==> src/rtl/muldiv_unit_if.sv <==
// Request/response bundle between the Execute stage and the multiply/divide unit.
//
// Signals:
//   start  - request pulse, honoured only while the unit is idle
//   flush  - abort whatever the unit is doing (branch/jump flush of E)
//   funct3 - RV32M operation select (MUL .. REMU)
//   srca   - rs1 operand
//   srcb   - rs2 operand
//   busy   - iteration in progress; E-stage stall source
//   done   - one-cycle result-valid pulse
//   result - operation result, held until the next completed operation
//
// Modports: master drives the request (pipeline side), slave is the unit.
interface muldiv_unit_if #(
  parameter int unsigned XLEN = 32
);
  logic            start;
  logic            flush;
  logic [2:0]      funct3;
  logic [XLEN-1:0] srca;
  logic [XLEN-1:0] srcb;
  logic            busy;
  logic            done;
  logic [XLEN-1:0] result;

  modport master (
    output start, flush, funct3, srca, srcb,
    input  busy, done, result
  );

  modport slave (
    input  start, flush, funct3, srca, srcb,
    output busy, done, result
  );
endinterface

==> src/rtl/muldiv_unit.sv <==
// Iterative RV32M multiply/divide execute unit.
//
// Ports:
//   clk   - clock
//   reset - synchronous, active-high reset
//   bus   - muldiv_unit_if slave: start/flush/funct3/srca/srcb in, busy/done/result out
//
// Multiplies run a radix-2 shift-add over 32 cycles, divides a restoring division over
// 32 cycles, both on operand magnitudes with a sign fix-up when the result is formed.
// Divide-by-zero and signed overflow bypass the iteration and complete immediately.
//
// Optional build macro MULDIV_FAST_MUL_EN: multiplies are computed combinationally at
// start and go straight to DONE (busy never asserts for them); divides are unchanged.
module muldiv_unit #(
  parameter int unsigned XLEN  = 32,
  parameter int unsigned CNT_W = 6    // 2**CNT_W must exceed XLEN
) (
  input logic          clk,
  input logic          reset,
  muldiv_unit_if.slave bus
);

  typedef enum logic [1:0] {StIdle, StMul, StDiv, StDone} state_e;

  localparam logic [XLEN-1:0]  AllOnes = '1;
  localparam logic [XLEN-1:0]  MinInt  = {1'b1, {(XLEN-1){1'b0}}};
  localparam logic [CNT_W-1:0] LastCnt = CNT_W'(XLEN - 1);

  state_e            state_q;
  logic [2:0]        f3_q;
  logic              neg_q;      // negate product / quotient
  logic              neg_rem_q;  // negate remainder
  logic [2*XLEN-1:0] acc_q;      // mul: {partial product, multiplier}; div: {remainder, quotient}
  logic [XLEN-1:0]   opb_q;      // mul: |multiplicand|; div: |divisor|
  logic [CNT_W-1:0]  cnt_q;
  logic              busy_q;
  logic              done_q;
  logic [XLEN-1:0]   result_q;

  // Operand decode for the request currently presented.
  logic            a_signed, b_signed, sign_a, sign_b, div_zero, div_ovf;
  logic [XLEN-1:0] abs_a, abs_b;

  always_comb begin
    if (bus.funct3[2]) begin
      a_signed = ~bus.funct3[0];
      b_signed = ~bus.funct3[0];
    end else begin
      a_signed = (bus.funct3[1:0] != 2'b11);  // MULHU is the only unsigned-rs1 multiply
      b_signed = ~bus.funct3[1];              // MULHSU/MULHU treat rs2 as unsigned
    end
    sign_a   = a_signed & bus.srca[XLEN-1];
    sign_b   = b_signed & bus.srcb[XLEN-1];
    abs_a    = sign_a ? ('0 - bus.srca) : bus.srca;
    abs_b    = sign_b ? ('0 - bus.srcb) : bus.srcb;
    div_zero = (bus.srcb == '0);
    div_ovf  = ~bus.funct3[0] & (bus.srca == MinInt) & (bus.srcb == AllOnes);
  end

`ifdef MULDIV_FAST_MUL_EN
  // Sign-extending to 2*XLEN and keeping the low 2*XLEN bits of the product is the same as
  // a signed (XLEN+1)x(XLEN+1) multiply truncated to 2*XLEN.
  logic [2*XLEN-1:0] ext_a, ext_b, fast_prod;

  always_comb begin
    ext_a     = {{XLEN{sign_a}}, bus.srca};
    ext_b     = {{XLEN{sign_b}}, bus.srcb};
    fast_prod = ext_a * ext_b;
  end
`endif

  // One iteration of each algorithm.
  logic [XLEN:0]     mul_sum;
  logic [XLEN:0]     div_shift;
  logic              div_ge;
  logic [XLEN-1:0]   div_sub;
  logic [2*XLEN-1:0] mul_next, div_next;

  always_comb begin
    mul_sum   = {1'b0, acc_q[2*XLEN-1:XLEN]} + (acc_q[0] ? {1'b0, opb_q} : '0);
    mul_next  = {mul_sum, acc_q[XLEN-1:1]};
    // Shift the next dividend bit into the partial remainder, subtract when it fits.
    div_shift = {acc_q[2*XLEN-1:XLEN], acc_q[XLEN-1]};
    div_ge    = (div_shift >= {1'b0, opb_q});
    div_sub   = div_shift[XLEN-1:0] - opb_q;  // exact: true difference is below the divisor
    div_next  = div_ge ? {div_sub, acc_q[XLEN-2:0], 1'b1}
                       : {div_shift[XLEN-1:0], acc_q[XLEN-2:0], 1'b0};
  end

  // Sign fix-up and result selection.
  logic [2*XLEN-1:0] prod_fix;
  logic [XLEN-1:0]   quo_fix, rem_fix, final_res;

  always_comb begin
    prod_fix = neg_q ? ('0 - acc_q) : acc_q;
    quo_fix  = neg_q ? ('0 - acc_q[XLEN-1:0]) : acc_q[XLEN-1:0];
    rem_fix  = neg_rem_q ? ('0 - acc_q[2*XLEN-1:XLEN]) : acc_q[2*XLEN-1:XLEN];
    case (f3_q)
      3'b000:                final_res = prod_fix[XLEN-1:0];
      3'b001, 3'b010, 3'b011: final_res = prod_fix[2*XLEN-1:XLEN];
      3'b100, 3'b101:         final_res = quo_fix;
      default:                final_res = rem_fix;
    endcase
  end

  always_ff @(posedge clk) begin
    if (reset) begin
      state_q   <= StIdle;
      f3_q      <= '0;
      neg_q     <= 1'b0;
      neg_rem_q <= 1'b0;
      acc_q     <= '0;
      opb_q     <= '0;
      cnt_q     <= '0;
      busy_q    <= 1'b0;
      done_q    <= 1'b0;
      result_q  <= '0;
    end else begin
      done_q <= 1'b0;
      unique case (state_q)
        StIdle: begin
          // While done is high the pipeline still presents the completing instruction's
          // start; it must not be taken as a new request.
          if (bus.start && !bus.flush && !done_q) begin
            f3_q  <= bus.funct3;
            cnt_q <= '0;
            if (!bus.funct3[2]) begin
`ifdef MULDIV_FAST_MUL_EN
              acc_q     <= fast_prod;
              opb_q     <= '0;
              neg_q     <= 1'b0;
              neg_rem_q <= 1'b0;
              state_q   <= StDone;
`else
              acc_q     <= {{XLEN{1'b0}}, abs_b};
              opb_q     <= abs_a;
              neg_q     <= sign_a ^ sign_b;
              neg_rem_q <= 1'b0;
              busy_q    <= 1'b1;
              state_q   <= StMul;
`endif
            end else if (div_zero) begin
              acc_q     <= {bus.srca, AllOnes};
              opb_q     <= '0;
              neg_q     <= 1'b0;
              neg_rem_q <= 1'b0;
              state_q   <= StDone;
            end else if (div_ovf) begin
              acc_q     <= {{XLEN{1'b0}}, MinInt};
              opb_q     <= '0;
              neg_q     <= 1'b0;
              neg_rem_q <= 1'b0;
              state_q   <= StDone;
            end else begin
              acc_q     <= {{XLEN{1'b0}}, abs_a};
              opb_q     <= abs_b;
              neg_q     <= sign_a ^ sign_b;
              neg_rem_q <= sign_a;
              busy_q    <= 1'b1;
              state_q   <= StDiv;
            end
          end
        end
        StMul, StDiv: begin
          if (bus.flush) begin
            busy_q  <= 1'b0;
            state_q <= StIdle;
          end else begin
            acc_q <= (state_q == StMul) ? mul_next : div_next;
            cnt_q <= cnt_q + 1'b1;
            if (cnt_q == LastCnt) begin
              busy_q  <= 1'b0;
              state_q <= StDone;
            end
          end
        end
        StDone: begin
          if (!bus.flush) begin
            done_q   <= 1'b1;
            result_q <= final_res;
          end
          state_q <= StIdle;
        end
        default: state_q <= StIdle;
      endcase
    end
  end

  assign bus.busy   = busy_q;
  assign bus.done   = done_q;
  assign bus.result = result_q;

endmodule

==> src/flat_wrapper.sv <==
// flat-port wrapper written by rule: the top's interface ports become plain ports
module muldiv_unit_flat 
#(
  parameter int unsigned XLEN  = 32,
  parameter int unsigned CNT_W = 6                                
)
  (clk, reset, bus_start, bus_flush, bus_funct3, bus_srca, bus_srcb, bus_busy, bus_done, bus_result);
  muldiv_unit_if #(.XLEN(XLEN)) bus_i ();
  input logic clk;
  input logic reset;
  input wire logic [$bits(bus_i.start)-1:0] bus_start;
  input wire logic [$bits(bus_i.flush)-1:0] bus_flush;
  input wire logic [$bits(bus_i.funct3)-1:0] bus_funct3;
  input wire logic [$bits(bus_i.srca)-1:0] bus_srca;
  input wire logic [$bits(bus_i.srcb)-1:0] bus_srcb;
  output wire logic [$bits(bus_i.busy)-1:0] bus_busy;
  output wire logic [$bits(bus_i.done)-1:0] bus_done;
  output wire logic [$bits(bus_i.result)-1:0] bus_result;
  assign bus_i.start = bus_start;
  assign bus_i.flush = bus_flush;
  assign bus_i.funct3 = bus_funct3;
  assign bus_i.srca = bus_srca;
  assign bus_i.srcb = bus_srcb;
  assign bus_busy = bus_i.busy;
  assign bus_done = bus_i.done;
  assign bus_result = bus_i.result;
  muldiv_unit #(.XLEN(XLEN), .CNT_W(CNT_W)) u_core (.clk(clk), .reset(reset), .bus(bus_i));
endmodule
==> config.mk <==
export PLATFORM = sky130hd
export DESIGN_NAME = muldiv_unit_flat
export DESIGN_NICKNAME = d
export VERILOG_FILES = /design/src/rtl/muldiv_unit_if.sv /design/src/rtl/muldiv_unit.sv /design/src/flat_wrapper.sv
export SDC_FILE = /design/constraint.sdc
export NUM_CORES = 1
export LEC_CHECK = 0
export CAP_MARGIN = 20
export CORE_ASPECT_RATIO = 2
export CORE_UTILIZATION = 60
export DETAILED_ROUTE_END_ITERATION = 12
export DONT_BUFFER_PORTS = 1
export GPL_ROUTABILITY_DRIVEN = 0
export MAX_ROUTING_LAYER = met4
export PLACE_DENSITY = 0.88
export SETUP_SLACK_MARGIN = 0.05
export SLEW_MARGIN = 25
export SYNTH_ARGS = -nofsm -noshare
export SYNTH_HDL_FRONTEND = slang
export SYNTH_SLANG_ARGS = --single-unit
==> constraint.sdc <==
create_clock -name clk -period 3.1 [get_ports clk]
set_input_delay 0.62 -clock clk [delete_from_list [all_inputs] [get_ports clk]]
set_output_delay 0.62 -clock clk [all_outputs]
set_load 0.02 [all_outputs]
==> results of run 1 <==
layer usage:
metal  track usage, %  GRT overflow
met5                -             -
met2             89.9           233
met3             39.8             5
met4             66.4           108
met1             65.4             3
repair_timing:
item | 4_1_cts
endpoints found under the setup margin | 52
buffers inserted | 8
gates resized for setup | 60
endpoints found under the hold margin | 0
pin swaps | 30
cells by family after synthesis:
| logic type | Yosys count | synth area share [%] |
|---|---|---|
| simple gates | 642 | 20.9 |
| buf+inv | 232 | 6.15 |
| xor+xnor | 202 | 12.2 |
| mux | 52 | 3.80 |
| fa+ha+maj | 76 | 6.64 |
| compound gates | 678 | 30.7 |
| flops | 143 | 19.7 |
through the flow:
step / hold slack (ns) / setup WS [ns] / area [sq um] / cells / TNS (ns)
3_5_place_dp: 0.480 / -0.276 / 16600 / 2431 / -4.95
4_1_cts: 0.229 / -0.120 / 17500 / 2471 / -0.429
2_1_floorplan: 0.458 / 0.0357 / 14700 / 2025 / 0
3_3_place_gp: 0.472 / -0.109 / 16600 / 2431 / -2.05
==> results, run 1 <==
- The run stopped with a tool error.
- It got as far as global routing (5_1_grt) and failed there.
- The first error in the log reads "[ERROR GRT-0116] Global routing finished with congestion. Check the congestion regions in the DRC Viewer".
- The total of warnings raised by yosys is 0.
- After synthesis, the most frequently instantiated cells are sky130_fd_sc_hd__nor2_1, sky130_fd_sc_hd__a21oi_1, sky130_fd_sc_hd__o21ai_0, sky130_fd_sc_hd__nand2_1, sky130_fd_sc_hd__dfxtp_1.
- The main flop type after synthesis is sky130_fd_sc_hd__dfxtp_1.
- The floorplan has 80 rows.
- The net count of the mapped netlist is about 2200.
- The proportion of synthesized chip area in sequential cells is between 10% and 20%.
- The count of H-tree levels built during CTS is 4.
- The HPWL after detailed placement is between 40 and 50 mm.
- The first global-routing pass estimated approximately 130 mm of wire.
- The synthesized flop and latch total is about 140.
- CTS saw ~140 sinks.
- The number of hold buffers added after CTS was 0.
- Among all cell types in the netlist, the one instantiated most often is sky130_fd_sc_hd__nor2_1.
- By area the synthesized netlist is led by sky130_fd_sc_hd__dfxtp_1, sky130_fd_sc_hd__xnor2_1, sky130_fd_sc_hd__ha_1.
- The width of the die is 112 microns.
- After synthesis, the mean cell area works out to between 7 and 8 sq um.
- The number of flops mapped to enable cells by yosys is 0.
- The maximum buffer depth of the clock tree is 2.
- The top-level port count is around 110.
- The starting utilization of the core area is 61.1%.
- After synthesis, the largest area contributor takes up around 20% of total cell area.
- The TritonCTS buffer count is 17.
- The all-layer global routing usage is around two thirds.
- The pin count of the biggest net entering global routing is ~130.
- In this run the vertical extent of the chip is between 200 and 250 microns.
- During placement, the flow inserted port buffers numbering 0.
- The post-synthesis instance total is between 2000 and 2500.
- Summed over all layers, the global routing overflow is between 300 and 400.
- The root buffer cell is sky130_fd_sc_hd__clkbuf_16.
- The cell taking the most area after synthesis is sky130_fd_sc_hd__dfxtp_1.
- For this run, asynchronously set or reset flops after synthesis account for 0%.
- Summing every instance area after synthesis gives 14600 sq um.
- The via count of the first global-routing pass is about 20000.
- The distinct cell type count after synthesis is 81.
==> run 2, diff against run 1 <==
--- a/config.mk
+++ b/config.mk
@@ -6,14 +6,11 @@
 export NUM_CORES = 1
 export LEC_CHECK = 0
 export CAP_MARGIN = 20
-export CORE_ASPECT_RATIO = 2
-export CORE_UTILIZATION = 60
+export CORE_UTILIZATION = 40
 export DETAILED_ROUTE_END_ITERATION = 12
 export DONT_BUFFER_PORTS = 1
 export GPL_ROUTABILITY_DRIVEN = 0
-export MAX_ROUTING_LAYER = met4
-export PLACE_DENSITY = 0.88
-export SETUP_SLACK_MARGIN = 0.05
+export PLACE_DENSITY_LB_ADDON = 0.15
 export SLEW_MARGIN = 25
 export SYNTH_ARGS = -nofsm -noshare
 export SYNTH_HDL_FRONTEND = slang
==> constraint.sdc (replaced) <==
create_clock -name clk -period 4 [get_ports clk]
set_input_delay 0.8 -clock clk [delete_from_list [all_inputs] [get_ports clk]]
set_output_delay 0.8 -clock clk [all_outputs]
set_load 0.02 [all_outputs]
==> run 2 against run 1 <==
The flow now finishes, with violations (design-rule violations). Area after synthesis is the same. Synthesized cell count is the same.
==> results, run 2 <==
- The flow ran to the end, but the final reports show violations.
- The final reports fail on design-rule violations.
- By count the netlist is led by sky130_fd_sc_hd__nor2_1, sky130_fd_sc_hd__a21oi_1, sky130_fd_sc_hd__o21ai_0, sky130_fd_sc_hd__nand2_1, sky130_fd_sc_hd__dfxtp_1.
- In this design, the stage delay of the slowest critical-path cell is roughly 0.56 ns.
- The worst path uses just over 90% of the clock period.
- The number of antenna violations at the first check in global routing is 0.
- The endpoint class of the critical path is a flip-flop.
- At the worst endpoint, the required time is 4.38 ns.
- Of all nets on the critical path, the largest fanout is 10.
- For this run, the top clock speed supported by timing is 0.268 GHz.
- The final number of max-transition violations is 0.
- The number of flops mapped to enable cells by yosys was 0 (unchanged).
- The setup slack of the worst register-to-register path is around 0.27 ns.
- After layout, the minimum clock period comes to between 3 and 4 ns.
- The number of flip-flops under the largest register name is 64.
- Max-cap violations in this run came to 0.
- The type of the most critical hold path is in -> reg.
- The maximum buffer depth of the clock tree is 2 (unchanged).
- The worst clock skew is around 0.012 ns.
- The startpoint identified for the worst register-to-register timing path is u_core.acc_q[0].
- The post-detailed-placement cell area was 15300 sq um (-7.9%).
- The most common cell after layout, fill and taps aside is sky130_fd_sc_hd__nor2_1.
- The count of buffers added by post-CTS timing repair for setup came to 0 (-8).
- For the worst setup path, the data arrival time is about 4 ns.
- After clock tree synthesis, the clock-pin slew on the worst setup and hold paths is 0.07 ns.
- The static leakage is a little under 6 nW.
- The minimum setup slack after placement is 0.276 ns (+0.552 ns).
- Entering global routing, the biggest net connects 132 pins.
- The total of warnings raised by yosys is 0 (unchanged).
- The number of resized instances in the post-cts repair step was 0 (-100%).
- For this run, the post-layout net count is about 2100.
- The highest ir drop seen on vdd is 0.000448 V.
- Setup violations remaining at the end of the flow were counted as 0.
- The path with the worst hold slack has its endpoint at u_core.bus.result[25].
- In this run the power density over the cells is between 700 and 800 nW/um^2.
- The proportion of synthesized chip area in sequential cells came to 19.7% (unchanged).
- The worst reg2reg path depth is 11.
- The net count of the mapped netlist is 2172 (unchanged).
- The hold-fix buffer count after cts is 0 (unchanged).
- The post-synthesis area per instance is 7.19 sq um (unchanged).
- Summed over all layers, the global routing overflow is 0.
- The fill cell total of the finished layout is 3729.
- The setup slack after layout is about 0.27 ns.
- For the pin with the worst max-slew slack, the measured transition is between 1 and 1.5 ns.
- The TritonCTS clock tree is yes.
- The main flop type after synthesis is sky130_fd_sc_hd__dfxtp_1.
- The area used by multi-input combinational logic is between 10000 and 15000 sq um.
- Setup repair after global routing left no endpoint under its margin.
- The width of the die is 193 microns (+72%).
- Wires add up to slightly above 60 mm.
- The starting utilization of the core area is 40.8% (-20 points).
- The number of sinks on the clock net is 143 (unchanged).
- The count of port buffers added during placement is 0 (unchanged).
- The final hold violation count came to 0.
- Relative to the synthesized area, the layout overhead comes to 8.72%.
- The critical path startpoint category is a flip-flop.
- The slowest stage of the critical path is the sky130_fd_sc_hd__or4_1 cell.
- The overall die height is 193 microns (-13%).
- After routing the design area is around 16000 sq um.
- The worst hold path begins at reset.
- The distinct cell type count after synthesis is 81 (unchanged).
- In this run the remaining antenna-violating nets after routing total 0.
- The HPWL after detailed placement came to 46.9 mm (-5.8%).
- The TritonCTS buffer count was 17 (unchanged).
- The top cell types in the final layout, fill and taps aside, are sky130_fd_sc_hd__nor2_1, sky130_fd_sc_hd__a21oi_1, sky130_fd_sc_hd__o21ai_0.
- The share of async-settable or async-resettable flops after synthesis was 0% (unchanged).
- The number of diodes is 0.
- The first TritonRoute pass finished after 11 iterations.
- The first-pass GRT wire length is approximately 90 mm.
- Clock latency on the worst-skew pair, taken at its later pin, is between 0.4 and 0.5 ns.
- The proportion of netlist area held by the largest area contributor was 19.7% (unchanged).
- More flip-flops sit in one register than any other, and that register is u_core.acc_q.
- The ratio of routed vias to standard cells is ~6.5.
- The count of H-tree levels built during CTS came to 4 (unchanged).
- CTS placed an instance of sky130_fd_sc_hd__clkbuf_16 at the clock tree root.
- The endpoint identified for the worst register-to-register timing path is u_core.bus.result[30].
- Along the worst hold path, the cell count comes to 1.
- The floorplan step defined a die boundary enclosing around 37000 sq um.
- The worst pin sits at a relative slew slack of ~30%.
- The average wire per cell in the routed design is ~25 microns.
- The critical path is of the reg -> reg type.
- After synthesis, the cell types taking the most area are sky130_fd_sc_hd__dfxtp_1, sky130_fd_sc_hd__xnor2_1, sky130_fd_sc_hd__ha_1.
- The share of post-route cells with drive strength above 1 is roughly 8.8%.
- The via count of the first global-routing pass came to 14500.
- The signal on the critical path passes through inv_1 > ha_1 > or4b_1 > or3_1 > or4_1 > or2_1 > buf_4 > o31ai_1 > xnor2_1 > a21oi_1 > nor3_1.
- The number of cell rows is 69 (-14%).
- The area of the placeable core is ~36000 sq um.
- The register area is roughly 2900 sq um.
- Detailed routing inserted a total of 16000 vias.
- The worst hold slack across all endpoints is ~0.42 ns.
- The synthesized flop and latch total is 143 (unchanged).
- The top-level port count is 105 (unchanged).
- The post-synthesis instance total was 2025 (unchanged).
- The cell taking the most area after synthesis is sky130_fd_sc_hd__dfxtp_1.
- The remaining routing DRC violations is 10.
- For this block, the initial DRC count from the detailed router was roughly 1600.
- The all-layer global routing usage is 32.4%.
- The dominant cell by count in the synthesized netlist is sky130_fd_sc_hd__nor2_1.
- The sum of negative setup slack is 0 ns.
- The summed instance area of the synthesized netlist was 14600 sq um (unchanged).
[run 2: cell counts after synthesis]
No cell type changed its count.
[run 2: worst max-delay path by stage]
stage | startpoint | endpoint | slack (ns) | cells after the start
3_3_place_gp | bus_srcb[11] | u_core.acc_q[49] | 0.32 | 8
4_1_cts | u_core.acc_q[0] | u_core.bus.result[30] | 0.33 | 11
6_report | u_core.acc_q[0] | u_core.bus.result[30] | 0.27 | 11
5_1_grt | u_core.acc_q[32] | u_core.acc_q[51] | 0.07 | 11
3_5_place_dp | bus_srcb[11] | u_core.acc_q[49] | 0.28 | 8
2_1_floorplan | u_core.acc_q[0] | u_core.bus.result[30] | 0.58 | 12
[run 2: metal layers]
metal	vias up	GRT usage [%]	share of wire, %
met3	155	8.24	9.5
met1	7638	42.6	42
met2	776	48.5	43
li1	7384	-	-
met4	0	16.3	5.0
met5	-	0	0
[run 2: power by group]
group | leakage, nW | switching (mW) | internal [mW]
clock | 0.265 | 0.765 | 0.829
combinational | 4.44 | 5.18 | 3.24
sequential | 1.17 | 0.469 | 1.74
[run 2: area by class of cell]
| type | count | share of cell area (%) |
|---|---|---|
| multi-input cells | 1650 | 68.4 |
| flip-flops and latches | 143 | 18.1 |
| repair buffers | 85 | 4.27 |
| well taps | 461 | 3.65 |
| clock buffers | 18 | 2.78 |
| inverters | 85 | 2.02 |
| clock inverters | 14 | 0.759 |
[run 2: logic make-up after synthesis]
group | count (synthesis) | share of synthesized area, %
buf+inv | 232 | 6.15
mux | 52 | 3.80
simple gates | 642 | 20.9
xor+xnor | 202 | 12.2
fa+ha+maj | 76 | 6.64
compound gates | 678 | 30.7
flops | 143 | 19.7
[run 2: metrics by stage]
| step | power [mW] | util [%] | instances |
|---|---|---|---|
| 3_3_place_gp | 10.3 | 42.8 | 2424 |
| 5_1_grt | 13.0 | 44.4 | 2456 |
| 4_1_cts | 12.0 | 44.3 | 2456 |
| 2_1_floorplan | 7.95 | - | 2025 |
| 6_report | 12.2 | 44.4 | 2456 |
| 3_5_place_dp | 10.4 | 42.8 | 2424 |
[run 2: critical path, delay by kind of cell (launching register included)]
family	cells	cell delay, ns
and+or+nand+nor	5	1.97
buffers and inverters	2	0.54
DFF	1	0.31
AOI/OAI and AO/OA	2	0.38
xor gates and xnor gates	1	0.16
adders and majority gates	1	0.29
Note: power is estimated with default switching activity, not from simulation.
